--- src/rtl/fetch_pkg.sv ---
// Shared types and helpers for the instruction fetch unit.
// Entry layout pairs each fetched word with the PC it came from.
package fetch_pkg;

   localparam int P_ADDR_W = 32;
   localparam int P_DATA_W = 32;
   localparam logic [P_ADDR_W-1:0] P_RESET_PC = '0;

   typedef struct packed {
      logic [P_ADDR_W-1:0] pc;
      logic [P_DATA_W-1:0] inst;
   } fetch_entry_t;

   function automatic int clog2(input int n);
      int r;
      r = 0;
      while ((1 << r) < n) r++;
      return r;
   endfunction

endpackage

--- src/rtl/fetch_fifo.sv ---
// Synchronous FIFO with flush; head is read straight from storage.
// Power-of-two depth so pointers wrap naturally.
module fetch_fifo
   import fetch_pkg::*;
#(
   parameter int WIDTH = 32,
   parameter int DEPTH = 4
) (
   input  logic                  clk,
   input  logic                  rst_n,
   input  logic                  i_flush,
   input  logic                  i_push,
   input  logic [WIDTH-1:0]      i_din,
   input  logic                  i_pop,
   output logic [WIDTH-1:0]      o_dout,
   output logic                  o_full,
   output logic                  o_empty,
   output logic [clog2(DEPTH):0] o_count
);

   localparam int PW = clog2(DEPTH);
   localparam logic [PW:0]   FULL_CNT = (PW+1)'(DEPTH);
   localparam logic [PW-1:0] PTR_ONE  = PW'(1);

   logic [WIDTH-1:0] r_mem [DEPTH];
   logic [PW-1:0]    r_wr_ptr;
   logic [PW-1:0]    r_rd_ptr;
   logic [PW:0]      r_count;
   logic             w_push;
   logic             w_pop;

   // flush wins over both push and pop in the same cycle
   assign w_push  = i_push && !i_flush;
   assign w_pop   = i_pop && !i_flush && !o_empty;

   assign o_full  = (r_count == FULL_CNT);
   assign o_empty = (r_count == '0);
   assign o_count = r_count;
   assign o_dout  = r_mem[r_rd_ptr];

   always_ff @(posedge clk or negedge rst_n) begin
      if (!rst_n) begin
         r_wr_ptr <= '0;
         r_rd_ptr <= '0;
         r_count  <= '0;
      end else if (i_flush) begin
         r_wr_ptr <= '0;
         r_rd_ptr <= '0;
         r_count  <= '0;
      end else begin
         if (w_push) r_wr_ptr <= r_wr_ptr + PTR_ONE;
         if (w_pop)  r_rd_ptr <= r_rd_ptr + PTR_ONE;
         r_count <= r_count + {{PW{1'b0}}, w_push}
                            - {{PW{1'b0}}, w_pop};
      end
   end

   always_ff @(posedge clk) begin
      if (w_push) r_mem[r_wr_ptr] <= i_din;
   end

   a_no_overflow: assert property (
      @(posedge clk) disable iff (!rst_n)
      !(w_push && o_full && !w_pop)
   );

endmodule

--- src/rtl/inst_fetch.sv ---
// Instruction fetch: credit-limited imem requests, PC queue, prefetch buffer.
// Define FETCH_BYPASS_EN to forward a response to decode when the buffer is empty.
module inst_fetch
   import fetch_pkg::*;
#(
   parameter int                ADDR_W   = P_ADDR_W,
   parameter int                DATA_W   = P_DATA_W,
   parameter int                DEPTH    = 4,
   parameter logic [ADDR_W-1:0] RESET_PC = ADDR_W'(P_RESET_PC)
) (
   input  logic              clk,
   input  logic              reset,
   input  logic              redirect_valid,
   input  logic [ADDR_W-1:0] redirect_pc,
   output logic              imem_req_valid,
   input  logic              imem_req_ready,
   output logic [ADDR_W-1:0] imem_req_addr,
   input  logic              imem_rsp_valid,
   input  logic [DATA_W-1:0] imem_rsp_data,
   output logic              out_valid,
   input  logic              out_ready,
   output logic [DATA_W-1:0] out_inst,
   output logic [ADDR_W-1:0] out_pc
);

   localparam int PW = clog2(DEPTH);
   localparam int EW = $bits(fetch_entry_t);
   localparam logic [PW+1:0] CREDIT_LIM = (PW+2)'(DEPTH);

   logic [ADDR_W-1:0] r_fetch_pc;
   logic [PW:0]       r_drop;

   logic              w_pcq_full;
   logic              w_pcq_empty;
   logic [PW:0]       w_pcq_count;
   logic [ADDR_W-1:0] w_rsp_pc;

   logic              w_buf_full;
   logic              w_buf_empty;
   logic [PW:0]       w_buf_count;
   logic [EW-1:0]     w_head_bits;
   fetch_entry_t      w_head;
   fetch_entry_t      w_wr_entry;

   logic              w_credit;
   logic              w_req_fire;
   logic              w_rsp;
   logic              w_rsp_drop;
   logic              w_rsp_keep;
   logic              w_bypass;
   logic              w_buf_push;
   logic              w_buf_pop;

   // the PC queue count is exactly the number of outstanding requests
   assign w_credit = ({1'b0, w_pcq_count} + {1'b0, w_buf_count})
                     < CREDIT_LIM;

   assign imem_req_valid = reset && w_credit && !w_pcq_full
                           && !redirect_valid;
   assign imem_req_addr  = r_fetch_pc;
   assign w_req_fire     = imem_req_valid && imem_req_ready;

   // a response with nothing outstanding (e.g. left over from before reset) is ignored
   assign w_rsp      = imem_rsp_valid && !w_pcq_empty;
   assign w_rsp_drop = (r_drop != '0);
   assign w_rsp_keep = w_rsp && !w_rsp_drop && !redirect_valid;

`ifdef FETCH_BYPASS_EN
   assign w_bypass = w_buf_empty && out_ready && w_rsp_keep;
`else
   assign w_bypass = 1'b0;
`endif

   assign w_buf_push = w_rsp_keep && !w_bypass;
   assign w_buf_pop  = out_ready && !w_buf_empty;

   assign w_wr_entry.pc   = w_rsp_pc;
   assign w_wr_entry.inst = imem_rsp_data;
   assign w_head          = fetch_entry_t'(w_head_bits);

   assign out_valid = !w_buf_empty || w_bypass;
   assign out_inst  = w_bypass    ? imem_rsp_data :
                      w_buf_empty ? '0 : w_head.inst;
   assign out_pc    = w_bypass    ? w_rsp_pc :
                      w_buf_empty ? '0 : w_head.pc;

   fetch_fifo #(
      .WIDTH (ADDR_W),
      .DEPTH (DEPTH)
   ) u_pc_q (
      .clk     (clk),
      .rst_n   (reset),
      .i_flush (1'b0),
      .i_push  (w_req_fire),
      .i_din   (r_fetch_pc),
      .i_pop   (w_rsp),
      .o_dout  (w_rsp_pc),
      .o_full  (w_pcq_full),
      .o_empty (w_pcq_empty),
      .o_count (w_pcq_count)
   );

   fetch_fifo #(
      .WIDTH (EW),
      .DEPTH (DEPTH)
   ) u_buf (
      .clk     (clk),
      .rst_n   (reset),
      .i_flush (redirect_valid),
      .i_push  (w_buf_push),
      .i_din   (w_wr_entry),
      .i_pop   (w_buf_pop),
      .o_dout  (w_head_bits),
      .o_full  (w_buf_full),
      .o_empty (w_buf_empty),
      .o_count (w_buf_count)
   );

   always_ff @(posedge clk or negedge reset) begin
      if (!reset) begin
         r_fetch_pc <= RESET_PC;
         r_drop     <= '0;
      end else if (redirect_valid) begin
         r_fetch_pc <= redirect_pc;
         r_drop     <= w_pcq_count - {{PW{1'b0}}, w_rsp};
      end else begin
         if (w_req_fire) r_fetch_pc <= r_fetch_pc + ADDR_W'(1);
         if (w_rsp && w_rsp_drop) r_drop <= r_drop - {{PW{1'b0}}, 1'b1};
      end
   end

   a_no_lost_rsp: assert property (
      @(posedge clk) disable iff (!reset)
      !(w_buf_push && w_buf_full && !w_buf_pop)
   );

endmodule
--- config.mk ---
export PLATFORM = sky130hd
export DESIGN_NAME = inst_fetch
export DESIGN_NICKNAME = d
export VERILOG_FILES = /design/src/rtl/fetch_pkg.sv /design/src/rtl/fetch_fifo.sv /design/src/rtl/inst_fetch.sv
export SDC_FILE = /design/constraint.sdc
export NUM_CORES = 1
export LEC_CHECK = 0
export ABC_AREA = 1
export CAP_MARGIN = 20
export CORE_MARGIN = 4
export CORE_UTILIZATION = 45
export DETAILED_ROUTE_END_ITERATION = 7
export MAX_ROUTING_LAYER = met4
export SYNTH_ARGS = -nofsm -noshare
export SYNTH_HDL_FRONTEND = slang
export SYNTH_SLANG_ARGS = --single-unit
--- constraint.sdc ---
create_clock -name clk -period 11.7 [get_ports clk]
set_input_delay 1.17 -clock clk [delete_from_list [all_inputs] [get_ports clk]]
set_output_delay 1.17 -clock clk [all_outputs]
set_load 0.005 [all_outputs]
### After elaboration in Yosys (flattened, before gate mapping)

Memories as Yosys holds them, arrays and structs flattened.
Cells that the tools add are included.

* bits of input ports: 70
* bits in registers: 49
* logic and storage cells: 64
* memories: 2
* output and inout port bits: 98
* RAM bits: 384

* reductions and logical operators: 25
* order comparisons: 1
* eq/ne operators: 1
* multiplexer cells: 15
* add/sub/neg operators: 12

Memories
* u_buf.r_mem: depth 4, bits a word 64, read ports 1, clocked after memory_dff 0, wr ports 1, line fetch_fifo.sv:25 `logic [WIDTH-1:0] r_mem [DEPTH];`
* u_pc_q.r_mem: depth 4, bits a word 32, read ports 1, clocked after memory_dff 0, wr ports 1, line fetch_fifo.sv:25

Operators by type and width (number)
* $mux W32: 4
* $add A32 B1 Y32 const B: 1
* $logic_and A1 B1 Y1: 13
* $mux W3: 3
* $sub A3 B1 Y3: 3
* $add A2 B1 Y2 const B: 4
* $mux W2: 4
* $reduce_bool A2 Y1: 4
* $add A3 B1 Y3: 2
* $logic_not A3 Y1: 2
* $logic_not A1 Y1: 5
* $add A3 B3 Y4: 1
* $lt A4 B3 Y1 const B: 1
* $mux W1: 4
* $eq A3 B3 Y1 const B: 1
* $reduce_bool A3 Y1: 1
* $sub A3 B1 Y3 const B: 1

### Logic depth before layout (Yosys ltp)

Gate-level depths: netlist of run 1.

* depth after elaboration: 9
* depth in mapped cells: 13
* mapped depth without buffers: 13

### Cells and area by module

A second synthesis of run 1 with hierarchy kept.

* cell total of the unflattened synthesis: 1776
* area, all modules: 18806.8 µm²

Modules (own cells, without submodules)
* fetch_fifo at u_buf: seq. area each 7862.5 µm², times used 1, area an instance 10169.8 µm², cells an instance 747
* fetch_fifo at u_pc_q: seq. area each 4018.9 µm², times used 1, area an instance 5297.6 µm², cells an instance 405
* inst_fetch: seq. area each 875.8 µm², times used 1, area an instance 3339.5 µm², cells an instance 624

### Worst setup path after synthesis of run 1

No wires, ideal clock.

* path type: input port to flip-flop
* start: input imem_rsp_valid
* end: memory u_buf.r_mem[0][0] (netlist bit), enable pin
* arrival: 4.251 ns
* path buffers: 0
* required time: 11.213 ns
* setup time: 0.487 ns
* slack: 6.962 ns
* cell stages on the path: 4
* path through: nand2_1 inv_1 nand4_1 nor2_1

* word-level cells in the longest chain between the ends: 6

Ends and longest elaborated chain
* from (decl): line inst_fetch.sv:18 `input logic imem_rsp_valid,`
* $logic_and A1 B1 Y1: line inst_fetch.sv:64 `assign w_rsp = imem_rsp_valid && !w_pcq_empty;`
* $logic_and A1 B1 Y1 (2 in series): line inst_fetch.sv:66 `assign w_rsp_keep = w_rsp && !w_rsp_drop && !redirect_valid;`
* $logic_and A1 B1 Y1: line fetch_fifo.sv:33 `assign w_push = i_push && !i_flush;`
* $mux W1: line fetch_fifo.sv:59 `if (w_push) r_mem[r_wr_ptr] <= i_din;`
* $mux W1 (not written as such): line fetch_fifo.sv:59
* to (decl): line fetch_fifo.sv:25

Every way passes these cells.

### Worst setup path in the final report of run 1

* start: register u_buf.r_rd_ptr[1]
* end: output out_pc[17]

* word-level cells in the longest chain between the ends: 2

Ends and longest elaborated chain
* from (decl): line fetch_fifo.sv:27 `logic [PW-1:0] r_rd_ptr;`
* from (signal assigned): line fetch_fifo.sv:52 `if (w_pop) r_rd_ptr <= r_rd_ptr + PTR_ONE;`
* $mem_v2 Z4 W64
* $mux W32: line inst_fetch.sv:85 `w_buf_empty ? '0 : w_head.pc;`
* to (decl): line inst_fetch.sv:23 `output logic [ADDR_W-1:0] out_pc`

Every way passes these cells.

==> results of run 1 <==
-- worst paths after layout --
path | startpoint | cells after the start | slack (ns) | end
worst max-delay path | u_buf.r_rd_ptr[1]$_DFFE_PN0P_ | 7 | 6.93 | out_pc[17]
worst min-delay path | r_drop[1]$_DFFE_PN0P_ | 2 | 0.56 | r_drop[1]$_DFFE_PN0P_
worst max register to register | u_pc_q.o_count[2]$_DFF_PN0_ | 10 | 8.33 | u_pc_q.o_count[1]$_DFF_PN0_
worst min register to register | r_drop[1]$_DFFE_PN0P_ | 2 | 0.56 | r_drop[1]$_DFFE_PN0P_
max in group asynchronous | reset | 2 | 10.40 | u_buf.r_rd_ptr[0]$_DFFE_PN0P_
min in group asynchronous | reset | 2 | 0.75 | imem_req_addr[30]$_DFFE_PN0P_
-- per-layer routing --
metal,GRT usage,up-vias
li1,-,5884
met1,0.271,5820
met2,0.304,306
met3,0.0275,48
met4,0.0385,0
met5,-,-
-- synthesized netlist by cell type (all sizes together) --
cell / count
o21ai: 205
nor3: 1
o21bai: 5
nand3: 76
ha: 19
nor2: 389
o211ai: 1
a21oi: 67
or2: 1
clkbuf: 33
and2: 2
dfrtp: 49
xor2: 5
edfxtp: 384
xnor2: 8
o22ai: 32
inv: 83
fa: 2
buf: 49
clkinv: 1
and3: 1
nand2: 205
nand4: 2
-- through the flow --
step	cell area, um2	cells
after floorplan	18100	1620
after global placement	20300	2248
after CTS	21700	2324
final	21700	2324
after detailed placement	20300	2248
after global routing	21700	2324
-- state kept, by name, indices dropped and copies added (netlist names), 3 cells and up --
| name | flops |
|---|---|
| u_pc_q.o_count | 3 |
| u_buf.r_mem | 256 |
| u_buf.o_count | 3 |
| imem_req_addr | 32 |
| r_drop | 3 |
| u_pc_q.r_mem | 128 |
-- kinds of logic after synthesis --
| family | after synthesis |
|---|---|
| xor gates and xnor gates | 13 |
| buffers and inverters | 166 |
| DFF | 433 |
| AOI/OAI and AO/OA | 310 |
| and+or+nand+nor | 677 |
| adders and majority gates | 21 |
-- worst max-delay path, delay by kind of cell, from the launching register on --
family / cells / cell delay [ns]
buf+inv: 4 / 2.04
flops: 1 / 0.34
compound gates: 2 / 0.43
simple gates: 1 / 0.21
-- final cells by class --
class / instances / share of cell area
multi-input cells: 1021 / 0.219
flip-flops and latches: 433 / 0.588
well taps: 525 / 0.0303
inverters: 84 / 0.0146
repair buffers: 185 / 0.0830
clock inverters: 24 / 0.0116
clock buffers: 52 / 0.0535
-- report_power, final --
group,switching (mW),internal [mW],leakage [nW],total [mW]
sequential,0.124,1.90,4.06,2.02
clock,0.558,0.818,0.691,1.38
combinational,0.784,0.503,2.97,1.29
==> impl_metrics.csv, run 1 <==
group,metric,value,unit
drt,wl_met1,19.5,mm
sta,post-route-min-period,4.77,ns
sta,setup_tns,0,ns
floorplanning,io_pins,168,
power_and_ir_drop,peakVddDrop,114,uV
finish,layout_common_cells,"edfxtp_1, nor2_1, nand2_1",
cts,htreeDepth,2,
sta,fin_hold_ws,0.565,ns
global_route,grt_antenna_before_repair,0,
critical_path,end_kind,"primary output",
sta,timing.final.ws_setup,6.93,ns
placed_design,hpwl,24.3,mm
global_route,grt_use_total,0.192,
cts,clockBufferDepth,3,
yosys,yosys.area_share.simple,0.149,
yosys,ys_seq_elements,433,
yosys,postSynthAreaPerCell,11.2,um2
sta,relSlewSlack,0.321,
yosys,synth_top_area_frac,0.635,
drt,topRoutingLayerUsed,"met4",
global_route,grt_overflow,0,
job,cap_violations,0,
yosys,synth_fa_ha_area_frac,0.0153,
finish,area_growth,19.6,%
cts,cts_hold_buffers,0,
yosys,syn_area,18100,um2
drt,drcViolationCount,0,
finish,drive_gt1_frac,0.0628,
sta,fmax,210,MHz
critical_path,crit_type,"register to primary output",
placed_design,port_buffers,167,
yosys,synth_compound_area_frac,0.0885,
drt,drt_iter0_drc,841,
yosys,ys_types,32,
critical_path,slowest_stage,"buf_4",
status,status,"completed",
yosys,synth.area.mux_share,0,
yosys,synth_top_family_by_area,"simple AND/OR/NAND/NOR gates",
drt,dr_wl_met2,19.5,mm
drt,ant_nets,0,
critical_path,start_kind,"register",
critical_path,critPathRequiredTime,10.53,ns
finish,seq_area,12800,um2
finish,fillers,3453,
cts,clk_latency,0.54,ns
drt,routed-via-count,12100,
critical_path,worstPathArrival,3.60,ns
yosys,synthCells,1620,
floorplanning,core,39800,um2
power_and_ir_drop,total_leakage_power,7.72,nW
drt,met3WireLength,2.02,mm
yosys,synth_seq_area_share,0.703,
sta,rsz0062_at_grt,"false",
cts,root_buffer,"clkbuf_16",
yosys,syn-num-nets,1711,
global_route,grt_pass1_wl,65.7,mm
cts,cts_tree,"done",
global_route,grt_max_degree,110,
sta,setup_viol,0,
critical_path,crit_path_max_fanout,65,
yosys,synth_top_area_cell,"edfxtp_1",
cts,cts_inserted_buffers,45,
finish,antennaDiodeCount,0,
floorplanning,die_x,209,um
placed_design,routabilityCongestion,0.828,
worst_hold_path,hp-class,"register to register",
yosys,synth.top_cells.by_area,"edfxtp_1, nor2_1, dfrtp_1",
floorplanning,dieArea,43600,um2
floorplanning,core.rowCount,73,
sta,hold_violations,0,
placed_design,dp_slack,6.64,ns
drt,wirelength,41.6,mm
finish,final_util,0.545,
drt,wl_per_cell,17.9,um
power_and_ir_drop,p_total,4.69,mW
power_and_ir_drop,p_per_area,216,nW/um2
cts,ctsResizeCount,0,
floorplanning,chipHeight,209,um
sta,final_max_slew_viol_count,0,
sta,skew,0.0208,ns
finish,fin_nets,1861,
cts,clkSinkCount,433,
yosys,synth_warnings,0,
floorplanning,start_util,0.456,
yosys,synth-xor-area-share,0.00627,
sta,worst_pin_slew,1.02,ns
critical_path,crit_chain,"buf_4 -> clkinv_2 -> buf_4 -> nor2_1 -> o21ai_0 -> a21oi_1 -> clkdlybuf4s50_1",
finish,multi_input_area,4760,um2
drt,dr.pass1.iters,5,
sta,post-route-period-util,0.408,
critical_path,critPathMaxStageDelay,0.61,ns
cts,post_cts_buffers,0,
finish,layout_commonest_cell,"edfxtp_1",
drt,viasPerCell,5.19,
global_route,grt_pass1_vias,11800,
cts,cts.clk_slew.worst_paths,0.05,ns
critical_path,cpMostUsedCell,"buf_4",
No activity file was read; power rests on OpenSTA's default activity.
==> run 2, diff against run 1 <==
clock period = 4.55 ns   (was 11.7 ns; I/O delays follow)
==> run 2 against run 1 <==
Net effect:
- die area is the same
- global-route usage grew 0.52 points
- clock skew shrank 0.0056 ns
- sequential power grew to 2.6 times the previous value
- sequential share of layout area shrank 0.18 points
- flip-flop and latch count is the same
- non-clock buffer count grew 5
- via count grew 1.5%
- combinational power grew to 2.7 times the previous value
- final cell count grew 0.34%
- register-to-register slack lost 6.8 ns
- utilization grew 0.17 points
- highest routed layer unchanged
==> impl_metrics.csv, run 2 (synthesized netlist as in run 1, its figures left out) <==
group,metric,value,unit
floorplanning,dieArea,43600,um2
critical_path,end_kind,"primary output",
power_and_ir_drop,combPwrFrac,0.288,
critical_path,crit_type,"register to primary output",
floorplanning,io_pins,168,
sta,fmax,288,MHz
power_and_ir_drop,peakVddDrop,333,uV
power_and_ir_drop,p_per_area,551,nW/um2
cts,clkSinkCount,433,
power_and_ir_drop,p_seq_frac,0.431,
critical_path,crit_path_max_fanout,29,
sta,fin_hold_ws,0.116,ns
power_and_ir_drop,p_total,12.0,mW
sta,skew,0.0152,ns
finish,fin_nets,1865,
placed_design,hpwl,24.8,mm
placed_design,dp_slack,1.25,ns
floorplanning,core,39800,um2
cts,post_cts_buffers,0,
critical_path,path_delay_family,"buffers and inverters",
finish,antennaDiodeCount,0,
critical_path,crit_chain,"inv_1 -> nand2_1 -> nor2_4 -> buf_4 -> a21oi_1 -> clkdlybuf4s50_1",
floorplanning,die_x,209,um
sta,hold_violations,0,
critical_path,start_kind,"register",
cts,root_buffer,"clkbuf_16",
cts,cts_hold_buffers,0,
global_route,grt_use_total,0.197,
sta,post-route-period-util,0.762,
critical_path,worst-path-buf-inv,3,
finish,layout_commonest_cell,"edfxtp_1",
finish,drive_gt1_frac,0.0614,
cts,htreeDepth,2,
critical_path,worst-path-stages,6,
critical_path,worst_r2r_path_depth,13,
critical_path,slowest_stage,"nor2_4",
drt,wl_per_cell,18.2,um
drt,dr.pass1.iters,5,
cts,cts_inserted_buffers,44,
finish,area_growth,20.0,%
finish,largest_reg_flops,256,
critical_path,critPathMaxStageDelay,0.74,ns
global_route,grt_pass1_vias,11900,
cts,cts.clk_slew.worst_paths,0.06,ns
sta,final_max_slew_viol_count,0,
job,cap_violations,0,
drt,routed-via-count,12200,
drt,drcViolationCount,0,
cts,clockBufferDepth,3,
drt,ant_nets,0,
floorplanning,core.rowCount,73,
global_route,grt_max_degree,130,
floorplanning,chipHeight,209,um
global_route,grt_overflow,0,
sta,timing.final.ws_setup,1.08,ns
sta,relSlewSlack,0.345,
placed_design,dpl_cell_area,20400,um2
power_and_ir_drop,clkPwrFrac,0.282,
cts,ctsResizeCount,0,
cts,cts_tree,"done",
sta,setup_tns,0,ns
sta,worst_pin_slew,0.980,ns
critical_path,worstPathArrival,3.01,ns
drt,drt_iter0_drc,855,
power_and_ir_drop,intPower,8.20,mW
drt,wirelength,42.5,mm
floorplanning,start_util,0.456,
power_and_ir_drop,power.switching,3.81,mW
critical_path,critPathRequiredTime,4.09,ns
finish,layout_common_cells,"edfxtp_1, nor2_1, nand2_1",
finish,finish.instance_area,21800,um2
sta,setup_viol,0,
placed_design,routabilityCongestion,0.841,
drt,viasPerCell,5.25,
worst_hold_path,hp-class,"primary input to async pin",
cts,clk_latency,0.55,ns
sta,post-route-min-period,3.47,ns
global_route,grt_antenna_before_repair,0,
finish,regMostFlops,"u_buf.r_mem",
finish,fillers,3406,
placed_design,port_buffers,167,
global_route,grt_pass1_wl,67.0,mm
power_and_ir_drop,total_leakage_power,7.73,nW
power_and_ir_drop,swShare,0.317,
sta,rsz0062_at_grt,"false",
status,status,"completed",
## run 2: cell types whose count changed in the layout (fill, tap and decap cells not counted), sizes merged
cell      change
buf           +5
bufinv        -3
clkbuf       +11
clkinv        -3
clkinvlp      -1
inv           -1
## run 2: worst reg2reg max path, delay by kind of cell (launching register included)
family / cells / cell delay, ns
buf+inv: 4 / 0.31
flops: 1 / 0.43
simple gates: 6 / 1.36
fa+ha+maj: 3 / 0.78
## run 2: final cells by class
cell class	instances	area [um2]	share of cell area
clock buffer	63	1210	0.0557
inverter	84	317	0.0145
tap	525	657	0.0302
multi-input combinational	1021	4760	0.218
timing repair buffer	190	1950	0.0894
clock inverter	16	124	0.00569
sequential	433	12800	0.586
## run 2: power by group through the flow
stage	sequential, mW	combinational (mW)	clock, mW
2_1_floorplan	5.15	1.91	0
3_3_place_gp	5.24	3.42	0
3_5_place_dp	5.25	3.46	0
4_1_cts	5.17	3.48	3.46
5_1_grt	5.20	3.87	3.62
6_report	5.17	3.45	3.38
## run 2: final timing paths
| check | slack [ns] | startpoint | to |
|---|---|---|---|
| worst max-delay path | 1.08 | u_buf.o_count[1]$_DFF_PN0_ | out_pc[12] |
| worst min-delay path | 0.12 | reset | imem_req_addr[22]$_DFFE_PN0P_ |
| worst max register to register | 1.58 | u_buf.o_count[1]$_DFF_PN0_ | u_buf.o_count[2]$_DFF_PN0_ |
| worst min register to register | 0.57 | u_buf.r_wr_ptr[0]$_DFFE_PN0P_ | u_buf.r_wr_ptr[0]$_DFFE_PN0P_ |
| max in group asynchronous | 3.89 | reset | u_buf.r_rd_ptr[0]$_DFFE_PN0P_ |
| min in group clk | 0.48 | redirect_pc[2] | imem_req_addr[2]$_DFFE_PN0P_ |
## run 2: through the flow
step           utilization  std cells
2_1_floorplan            -       1620
3_3_place_gp         0.513       2252
3_5_place_dp         0.513       2252
4_1_cts              0.546       2331
5_1_grt              0.547       2332
6_report             0.547       2332
## run 2: metal layers
layer  wire length, um  part of all wire  GRT usage
met1             19800              0.47      0.279
met2             19800              0.47      0.309
met3              2230             0.052     0.0279
met4               688             0.016     0.0455
met5                 0                 0          -
